==> src/rtl/wb_arb_pkg.sv <==
// Shared types and constants for the two-master Wishbone arbiter.
// Optional watchdog build switch: WB_ARB_TIMEOUT_EN.
package wb_arb_pkg;

  typedef enum logic [1:0] {
    ST_IDLE = 2'b00,
    ST_OWN0 = 2'b01,
    ST_OWN1 = 2'b10
  } state_t;

  localparam logic [1:0] GNT_NONE = 2'b00;
  localparam logic [1:0] GNT_M0   = 2'b01;
  localparam logic [1:0] GNT_M1   = 2'b10;

  // replicated across the data bus on a watchdog-forced ack
  localparam logic TIMEOUT_DATA = 1'b1;

  function automatic logic [1:0] grant_of(state_t s);
    logic [1:0] g;
    g = GNT_NONE;
    unique case (1'b1)
      (s == ST_OWN0): g = GNT_M0;
      (s == ST_OWN1): g = GNT_M1;
      default:        g = GNT_NONE;
    endcase
    return g;
  endfunction

endpackage

==> src/rtl/wb_arb_watchdog.sv <==
// Stall watchdog: fires for one cycle after TIMEOUT_CYCLES unacked strobes.
// Instantiated only when WB_ARB_TIMEOUT_EN is defined.
module wb_arb_watchdog
  import wb_arb_pkg::*;
#(
  parameter int TIMEOUT_CYCLES = 64
) (
  input  logic clk,
  input  logic reset,
  input  logic idle,
  input  logic strobe,
  input  logic ack,
  output logic fire
);

  logic [15:0] count;

  // the firing cycle is itself the last stalled cycle
  assign fire = ~idle & strobe & ~ack &
                (count == 16'(TIMEOUT_CYCLES - 1));

  always_ff @(posedge clk or negedge reset) begin
    if (!reset) begin
      count <= '0;
    end else if (idle || ack || fire) begin
      count <= '0;
    end else if (strobe) begin
      count <= count + 16'd1;
    end
  end

endmodule

==> src/rtl/wb_arbiter_2m.sv <==
// Round-robin two-master Wishbone arbiter; grant held for a whole cycle.
// Optional stall watchdog enabled by WB_ARB_TIMEOUT_EN.
module wb_arbiter_2m
  import wb_arb_pkg::*;
#(
  parameter int ADDR_WIDTH     = 8,
  parameter int DATA_WIDTH     = 16,
  parameter int TIMEOUT_CYCLES = 64
) (
  input  logic                  clk,
  input  logic                  reset,
  input  logic [ADDR_WIDTH-1:0] wbm0_address,
  input  logic [DATA_WIDTH-1:0] wbm0_writedata,
  output logic [DATA_WIDTH-1:0] wbm0_readdata,
  input  logic                  wbm0_write,
  input  logic                  wbm0_strobe,
  input  logic                  wbm0_cycle,
  output logic                  wbm0_ack,
  input  logic [ADDR_WIDTH-1:0] wbm1_address,
  input  logic [DATA_WIDTH-1:0] wbm1_writedata,
  output logic [DATA_WIDTH-1:0] wbm1_readdata,
  input  logic                  wbm1_write,
  input  logic                  wbm1_strobe,
  input  logic                  wbm1_cycle,
  output logic                  wbm1_ack,
  output logic [ADDR_WIDTH-1:0] wbs_address,
  output logic [DATA_WIDTH-1:0] wbs_writedata,
  input  logic [DATA_WIDTH-1:0] wbs_readdata,
  output logic                  wbs_write,
  output logic                  wbs_strobe,
  output logic                  wbs_cycle,
  input  logic                  wbs_ack,
  output logic [1:0]            grant
);

  state_t state, state_next;
  logic   last_owner, last_next;
  logic   own_strobe;
  logic   fire;

  always_ff @(posedge clk or negedge reset) begin
    if (!reset) begin
      state      <= ST_IDLE;
      last_owner <= 1'b1;
    end else begin
      state      <= state_next;
      last_owner <= last_next;
    end
  end

  always_comb begin
    state_next = state;
    last_next  = last_owner;
    case (state)
      ST_IDLE: begin
        if (wbm0_cycle && wbm1_cycle) begin
          state_next = last_owner ? ST_OWN0 : ST_OWN1;
        end else if (wbm0_cycle) begin
          state_next = ST_OWN0;
        end else if (wbm1_cycle) begin
          state_next = ST_OWN1;
        end
      end
      ST_OWN0: begin
        if (!wbm0_cycle) begin
          state_next = ST_IDLE;
          last_next  = 1'b0;
        end
      end
      ST_OWN1: begin
        if (!wbm1_cycle) begin
          state_next = ST_IDLE;
          last_next  = 1'b1;
        end
      end
      default: state_next = ST_IDLE;
    endcase
  end

  assign grant = grant_of(state);

  always_comb begin
    own_strobe = 1'b0;
    case (state)
      ST_OWN0: own_strobe = wbm0_strobe;
      ST_OWN1: own_strobe = wbm1_strobe;
      default: own_strobe = 1'b0;
    endcase
  end

`ifdef WB_ARB_TIMEOUT_EN
  wb_arb_watchdog #(
    .TIMEOUT_CYCLES(TIMEOUT_CYCLES)
  ) u_watchdog (
    .clk   (clk),
    .reset (reset),
    .idle  (state == ST_IDLE),
    .strobe(own_strobe),
    .ack   (wbs_ack),
    .fire  (fire)
  );
`else
  localparam int unused_timeout = TIMEOUT_CYCLES;
  assign fire = 1'b0;
`endif

  always_comb begin
    wbs_address   = '0;
    wbs_writedata = '0;
    wbs_write     = 1'b0;
    wbs_strobe    = 1'b0;
    wbs_cycle     = 1'b0;
    wbm0_ack      = 1'b0;
    wbm1_ack      = 1'b0;
    wbm0_readdata = '0;
    wbm1_readdata = '0;
    case (state)
      ST_OWN0: begin
        wbs_address   = wbm0_address;
        wbs_writedata = wbm0_writedata;
        wbs_write     = wbm0_write;
        wbs_strobe    = own_strobe & ~fire;
        wbs_cycle     = wbm0_cycle;
        wbm0_ack      = wbs_ack | fire;
        wbm0_readdata = fire ? {DATA_WIDTH{TIMEOUT_DATA}}
                             : wbs_readdata;
      end
      ST_OWN1: begin
        wbs_address   = wbm1_address;
        wbs_writedata = wbm1_writedata;
        wbs_write     = wbm1_write;
        wbs_strobe    = own_strobe & ~fire;
        wbs_cycle     = wbm1_cycle;
        wbm1_ack      = wbs_ack | fire;
        wbm1_readdata = fire ? {DATA_WIDTH{TIMEOUT_DATA}}
                             : wbs_readdata;
      end
      default: ;
    endcase
  end

endmodule

==> config.mk <==
export PLATFORM = sky130hd
export DESIGN_NAME = wb_arbiter_2m
export DESIGN_NICKNAME = d
export VERILOG_FILES = /design/src/rtl/wb_arb_pkg.sv /design/src/rtl/wb_arb_watchdog.sv /design/src/rtl/wb_arbiter_2m.sv
export SDC_FILE = /design/constraint.sdc
export NUM_CORES = 1
export LEC_CHECK = 0
export ABC_CLOCK_PERIOD_IN_PS = 2150
export CORE_MARGIN = 1
export CORE_UTILIZATION = 25
export DETAILED_ROUTE_END_ITERATION = 7
export GPL_TIMING_DRIVEN = 0
export MAX_ROUTING_LAYER = met4
export PLACE_DENSITY_LB_ADDON = 0.1
export SYNTH_ARGS = -nofsm -noshare
export SYNTH_HDL_FRONTEND = slang
export SYNTH_HIERARCHICAL = 1
export SYNTH_SLANG_ARGS = --single-unit
==> constraint.sdc <==
create_clock -name clk -period 2.15 [get_ports clk]
set_input_delay 0.215 -clock clk [delete_from_list [all_inputs] [get_ports clk]]
set_output_delay 0.215 -clock clk [all_outputs]
set_load 0.02 [all_outputs]
==> impl_metrics.yaml, run 1 <==
critical_path:
  critPathTopFamily: "buffers and inverters"
  reg2reg_slack_ps: 730
  start_kind: "flip-flop"
  cp_cell_sequence: "inv_1 > ha_1 > buf_6 > buf_4 > a22oi_1 > nor2b_1 > dlygate4sd2_1"
  path_class: "flip-flop to primary output"
  crit_required_ps: 1930
  crit_fanout: 10
  slowest_stage: "dfrtp_1"
  max_stage_delay_ps: 440
  crit_arrival_ps: 1830
  crit_buf_inv: 4
  cp-end-kind: "primary output"
cells_and_area:
  fin_util_pct: 65.9
  drive_above_1_share_pct: 16.0
  antenna_cells: 0
  stdcell_count: 309
  final_area_sq_mm: 0.00225
  nets: 342
  area_growth_pct: 148
yosys:
  postSynthCellCount: 123
  synth_edf_count: 0
  yosysSeqAreaShare_pct: 8.41
  yosys_most_used_dff: "dfrtp_1"
  yosysUniqueCellTypes: 21
  yosysWarningCount: 6
  synthesis.nets: 201
  ys_async_sr_fraction_pct: 100
  synth_seq_cells: 3
  avgSynthCellArea_sq_um: 7.37
  synth_area_sq_um: 907
clock_tree:
  htree_num_levels: 1
  insertion_delay_ps: 230
  cts_max_path_buffers: 2
  cts_made_buffers: 3
  clockRootBuffer: "clkbuf_4"
  ctsHoldBuffers: 0
  cts_tree: "built"
  clock_sinks: 3
  cts.clk_slew.worst_paths_ps: 40
timing:
  fin_crit_ps: 2050
  finalClockSkew_ps: 0.888
  tns_ps: 0
  hold_violations: 0
  period_share_pct: 95.3
  rsz0062_at_grt: "no"
  fmaxAchievable_mhz: 488
  finalSetupViolations: 0
  worst_pin_slew_ps: 252
  report.final.slew_viol_count: 0
  whs_ps: 165
  maxSlewHeadroom_pct: 83.2
floorplanning:
  die_w_microns: 62.2
  dieArea_sq_mm: 0.00387
  die_h_microns: 62.2
  start_util_pct: 26.6
  io_pins: 136
  num_rows: 21
  core-area_sq_mm: 0.00342
pwr:
  p_leak_uw: 0.00113
  pwr_density_cell_mw_per_mm2: 942
  ir_drop_mv: 0.672
global_routing:
  grt_pass1_wl_microns: 6490
  antenna_found_initial: 0
  grt_max_degree: 11
  grt_pass1_vias: 1277
  overflow: 0
  grt_use_total_pct: 21.1
  met1_usage_pct: 26.6
  top_usage_layer: "met2"
  grt_use_met3_pct: 4.04
  grt_util_met2_pct: 34.2
detailed_routing:
  via_per_inst: 4.47
  dr.pass1.iters: 4
  drt_iter0_markers: 47
  totalWireLength_microns: 4040
  drc_errors: 0
  wl_per_cell_microns: 13.1
  vias: 1382
  final_antenna_net_count: 0
placed_design:
  io_buffers: 135
  placed_cell_area_sq_mm: 0.00232
  post-place-cells: 304
  hpwl_microns: 3210
  globalplace.congestion: 0.716
run_status:
  run_status: "completed"
run:
  max_cap_violations: 0
hold_path:
  min_path_type: "primary input to asynchronous set/reset pin"
==> metal layers <==
layer / up-vias / share of wire, % / wire, microns
li1: 700 / - / -
met5: - / 0 / 0
met1: 612 / 43 / 1740
met3: 4 / 6.5 / 262
met2: 66 / 50 / 2000
met4: 0 / 0.99 / 40
==> per-stage QoR <==
step	power, uW	worst slack (ps)
2_1_floorplan	1300	566
3_3_place_gp	2170	-118
3_5_place_dp	2180	-96.7
4_1_cts	2160	0.647
5_1_grt	2300	4.78
6_report	2120	102
==> worst register-to-register path, stage by stage, from the launching register on <==
cell and delay (ps):
dfrtp_1 440, inv_1 110, ha_1 200, buf_6 140, a22oi_4 200, o21ai_1 90, o2bb2ai_1 130
==> final cells by class <==
class                           count  area, sq um
Timing Repair Buffer              136         1240
Multi-Input combinational cell    104          742
Inverter                            4         15.0
Clock buffer                        4         26.3
Buffer                             12         93.8
Tap cell                           46         57.6
Fill cell                         319         1160
Sequential cell                     3         76.3
==> Yosys cell counts, types with 2 or more instances <==
cell type / n / share of area (%)
inv_1: 4 / 1.7
a22oi_1: 25 / 21
clkbuf_1: 2 / 0.83
ha_1: 5 / 6.9
dfrtp_1: 2 / 5.5
o21ai_1: 2 / 1.1
o2bb2ai_1: 2 / 1.9
and2_1: 34 / 23
buf_2: 2 / 1.1
buf_4: 5 / 4.1
nor2b_1: 27 / 19
buf_6: 3 / 3.7
nand2_1: 2 / 0.83
==> report_power, final <==
part,internal [uW],total (uW),switching [uW]
Sequential,88.8,115,26.2
Clock,69.8,103,32.9
Combinational,901,1900,1000
==> layout by cell type, fill, tap and decap left out <==
cell / count
clkdlybuf4s50_1: 81
and2_1: 34
nor2b_1: 27
a22oi_1: 25
dlygate4sd2_1: 24
clkbuf_2: 21
dlymetal6s2s_1: 7
buf_4: 6
inv_1: 4
clkbuf_4: 4
buf_6: 3
buf_2: 3
ha_1: 3
nand2_1: 2
o21ai_1: 2
o2bb2ai_1: 2
clkdlybuf4s15_1: 2
dfrtp_1: 2
a22oi_4: 1
mux2i_1: 1
nand2b_1: 1
a21oi_1: 1
a31oi_1: 1
o21ai_0: 1
nand2_2: 1
ha_2: 1
ha_4: 1
clkbuf_1: 1
dfstp_2: 1
==> registers in the layout, summed over array words and instances, names as in the netlist <==
signal	cells
state	2
last_owner	1
==> cell families after synthesis <==
family	synth area share [%]
and+or+nand+nor	44.3
AOI/OAI and AO/OA	27.9
buffers and inverters	11.4
adders and majority gates	6.90
DFF	8.41
muxes	1.10
==> worst paths after layout <==
kind	depth (start not counted)	end	from
min reg2reg	1	state[0]$_DFFE_PN0P_	state[0]$_DFFE_PN0P_
max	7	wbs_address[2]	state[1]$_DFFE_PN0P_
min	1	state[0]$_DFFE_PN0P_	reset
max in group asynchronous	1	last_owner$_DFFE_PN1P_	reset
min in group clk	1	state[0]$_DFFE_PN0P_	state[0]$_DFFE_PN0P_
max reg2reg	6	state[0]$_DFFE_PN0P_	state[1]$_DFFE_PN0P_
==> repair_timing <==
action,4_1_cts,5_1_grt
setup endpoints to repair,61,30
gates resized for setup,52,54
setup buffers,0,1
Note: power is estimated with default switching activity, not from simulation.
==> run 2, diff against run 1 <==
--- a/config.mk
+++ b/config.mk
@@ -16,3 +16,4 @@
 export SYNTH_HDL_FRONTEND = slang
 export SYNTH_HIERARCHICAL = 1
 export SYNTH_SLANG_ARGS = --single-unit
+export TNS_END_PERCENT = 50
==> run 2 against run 1 <==
Net effect: combinational power hardly changed; first-iteration DRC count stayed put; maximum frequency up 0.60%; sequential share of layout area hardly changed; largest power group unchanged.
==> impl_metrics.yaml, run 2 (same netlist as run 1, synthesis figures left out) <==
floorplanning:
  die_h_microns: 62.2
  num_rows: 21
  die_w_microns: 62.2
  start_util_pct: 26.6
  dieArea_sq_mm: 0.00387
  io_pins: 136
  core-area_sq_mm: 0.00342
cells_and_area:
  area_growth_pct: 151
  largest_register_ffs: 2
  regMostFlops: "state"
  n_fill_cell: 313
  most-common-layout-cells: "clkdlybuf4s50_1, and2_1, nor2b_1, dlygate4sd2_1, a22oi_1"
  drive_above_1_share_pct: 16.0
  top_regs: "state x2, last_owner x1"
  final_common_cell: "clkdlybuf4s50_1"
  fin_util_pct: 66.7
  nets: 341
  antenna_cells: 0
  multiInputGateArea_sq_um: 752
  regArea_sq_um: 77.6
timing:
  fmaxAchievable_mhz: 491
  tns_ps: 0
  whs_ps: 165
  period_share_pct: 94.7
  fin_crit_ps: 2040
  finalClockSkew_ps: 0.247
  worst_pin_slew_ps: 252
  report.final.slew_viol_count: 0
  finalSetupViolations: 0
  maxSlewHeadroom_pct: 83.2
  hold_violations: 0
  rsz0062_at_grt: "no"
global_routing:
  grt_use_total_pct: 21.1
  antenna_found_initial: 0
  grt_max_degree: 11
  overflow: 0
  grt_pass1_wl_microns: 6480
  grt_pass1_vias: 1271
clock_tree:
  cts_made_buffers: 3
  cts_tree: "built"
  ctsHoldBuffers: 0
  cts.clk_slew.worst_paths_ps: 40
  cts_max_path_buffers: 2
  clock_sinks: 3
  insertion_delay_ps: 230
  cts_setup_buffers: 0
  htree_num_levels: 1
  clockRootBuffer: "clkbuf_4"
placed_design:
  globalplace.congestion: 0.716
  io_buffers: 135
  hpwl_microns: 3210
critical_path:
  cp-end-kind: "primary output"
  start_kind: "flip-flop"
  path_class: "flip-flop to primary output"
  crit_arrival_ps: 1820
  cp_cell_sequence: "inv_1 > ha_2 > clkbuf_2 > nor2b_1 > clkdlybuf4s15_1"
  max_stage_delay_ps: 410
  slowest_stage: "dfrtp_2"
  crit_required_ps: 1930
  crit_fanout: 10
detailed_routing:
  vias: 1387
  wl_per_cell_microns: 13.0
  dr.pass1.iters: 4
  drt_iter0_markers: 47
  final_antenna_net_count: 0
  totalWireLength_microns: 4010
  drc_errors: 0
  via_per_inst: 4.50
pwr:
  pwr_density_cell_mw_per_mm2: 937
  ir_drop_mv: 0.667
  p_leak_uw: 0.00118
run:
  max_cap_violations: 0
hold_path:
  min_path_type: "primary input to asynchronous set/reset pin"
run_status:
  run_status: "completed"
run 2: cell count changes in the layout (fill, tap and decap cells not counted), moves of 2 or more:
| cell | before | now |
|---|---|---|
| dlymetal6s2s_1 | 7 | 10 |
| a22oi_1 | 25 | 23 |
| clkbuf_2 | 21 | 19 |
| a22oi_2 | 0 | 2 |
run 2: final timing paths:
kind	start	slack [ps]	to	depth (start not counted)
worst max-delay path	state[1]$_DFFE_PN0P_	110	wbs_writedata[2]	5
worst min-delay path	reset	170	state[0]$_DFFE_PN0P_	1
worst max register to register	state[1]$_DFFE_PN0P_	780	state[0]$_DFFE_PN0P_	6
worst min register to register	last_owner$_DFFE_PN1P_	530	last_owner$_DFFE_PN1P_	2
max in group asynchronous	reset	1760	last_owner$_DFFE_PN1P_	1
min in group clk	last_owner$_DFFE_PN1P_	530	last_owner$_DFFE_PN1P_	2
run 2: final cells by class:
| type | count | share of cell area (%) |
|---|---|---|
| repair buffers | 135 | 55.1 |
| multi-input cells | 104 | 33.0 |
| plain buffers | 12 | 4.12 |
| flip-flops and latches | 3 | 3.40 |
| well taps | 46 | 2.53 |
| clock buffers | 4 | 1.15 |
| inverters | 4 | 0.659 |
run 2: critical path: cells and delay by family, from the launching register on:
kind | cells | cell delay, ps
buffers and inverters | 3 | 620
flip-flops | 1 | 410
adder cells (fa/ha/maj) | 1 | 400
AND/OR/NAND/NOR | 1 | 150
run 2: repair_timing:
item | CTS | global route
pin swaps | 0 | 0
setup endpoints to repair | 61 | 33
cloned | 0 | 0
resized for setup | 49 | 54
hold endpoints to repair | 0 | 0
run 2: power by group:
group / internal (uW) / leakage (uW) / switching [uW]
Sequential: 90.3 / 0.0000349 / 30.0
Clock: 69.8 / 0.0000150 / 33.2
Combinational: 910 / 0.00113 / 1000
run 2: per-stage QoR:
stage	cell area [sq um]	instances	setup WS [ps]	total power, uW
after global routing	2280	308	9.60	2310
after global placement	2320	304	-118	2170
final	2280	308	114	2140
after detailed placement	2320	304	-96.7	2180
after floorplan	907	123	566	1300
after CTS	2300	308	-8.37	2160
run 2: metal layers:
metal	up-vias	track usage [%]	share of wire (%)
li1	698	-	-
met1	616	26.6	43
met2	69	34.1	50
met3	4	4.04	6.4
met4	0	6.10	1.0
met5	-	-	0
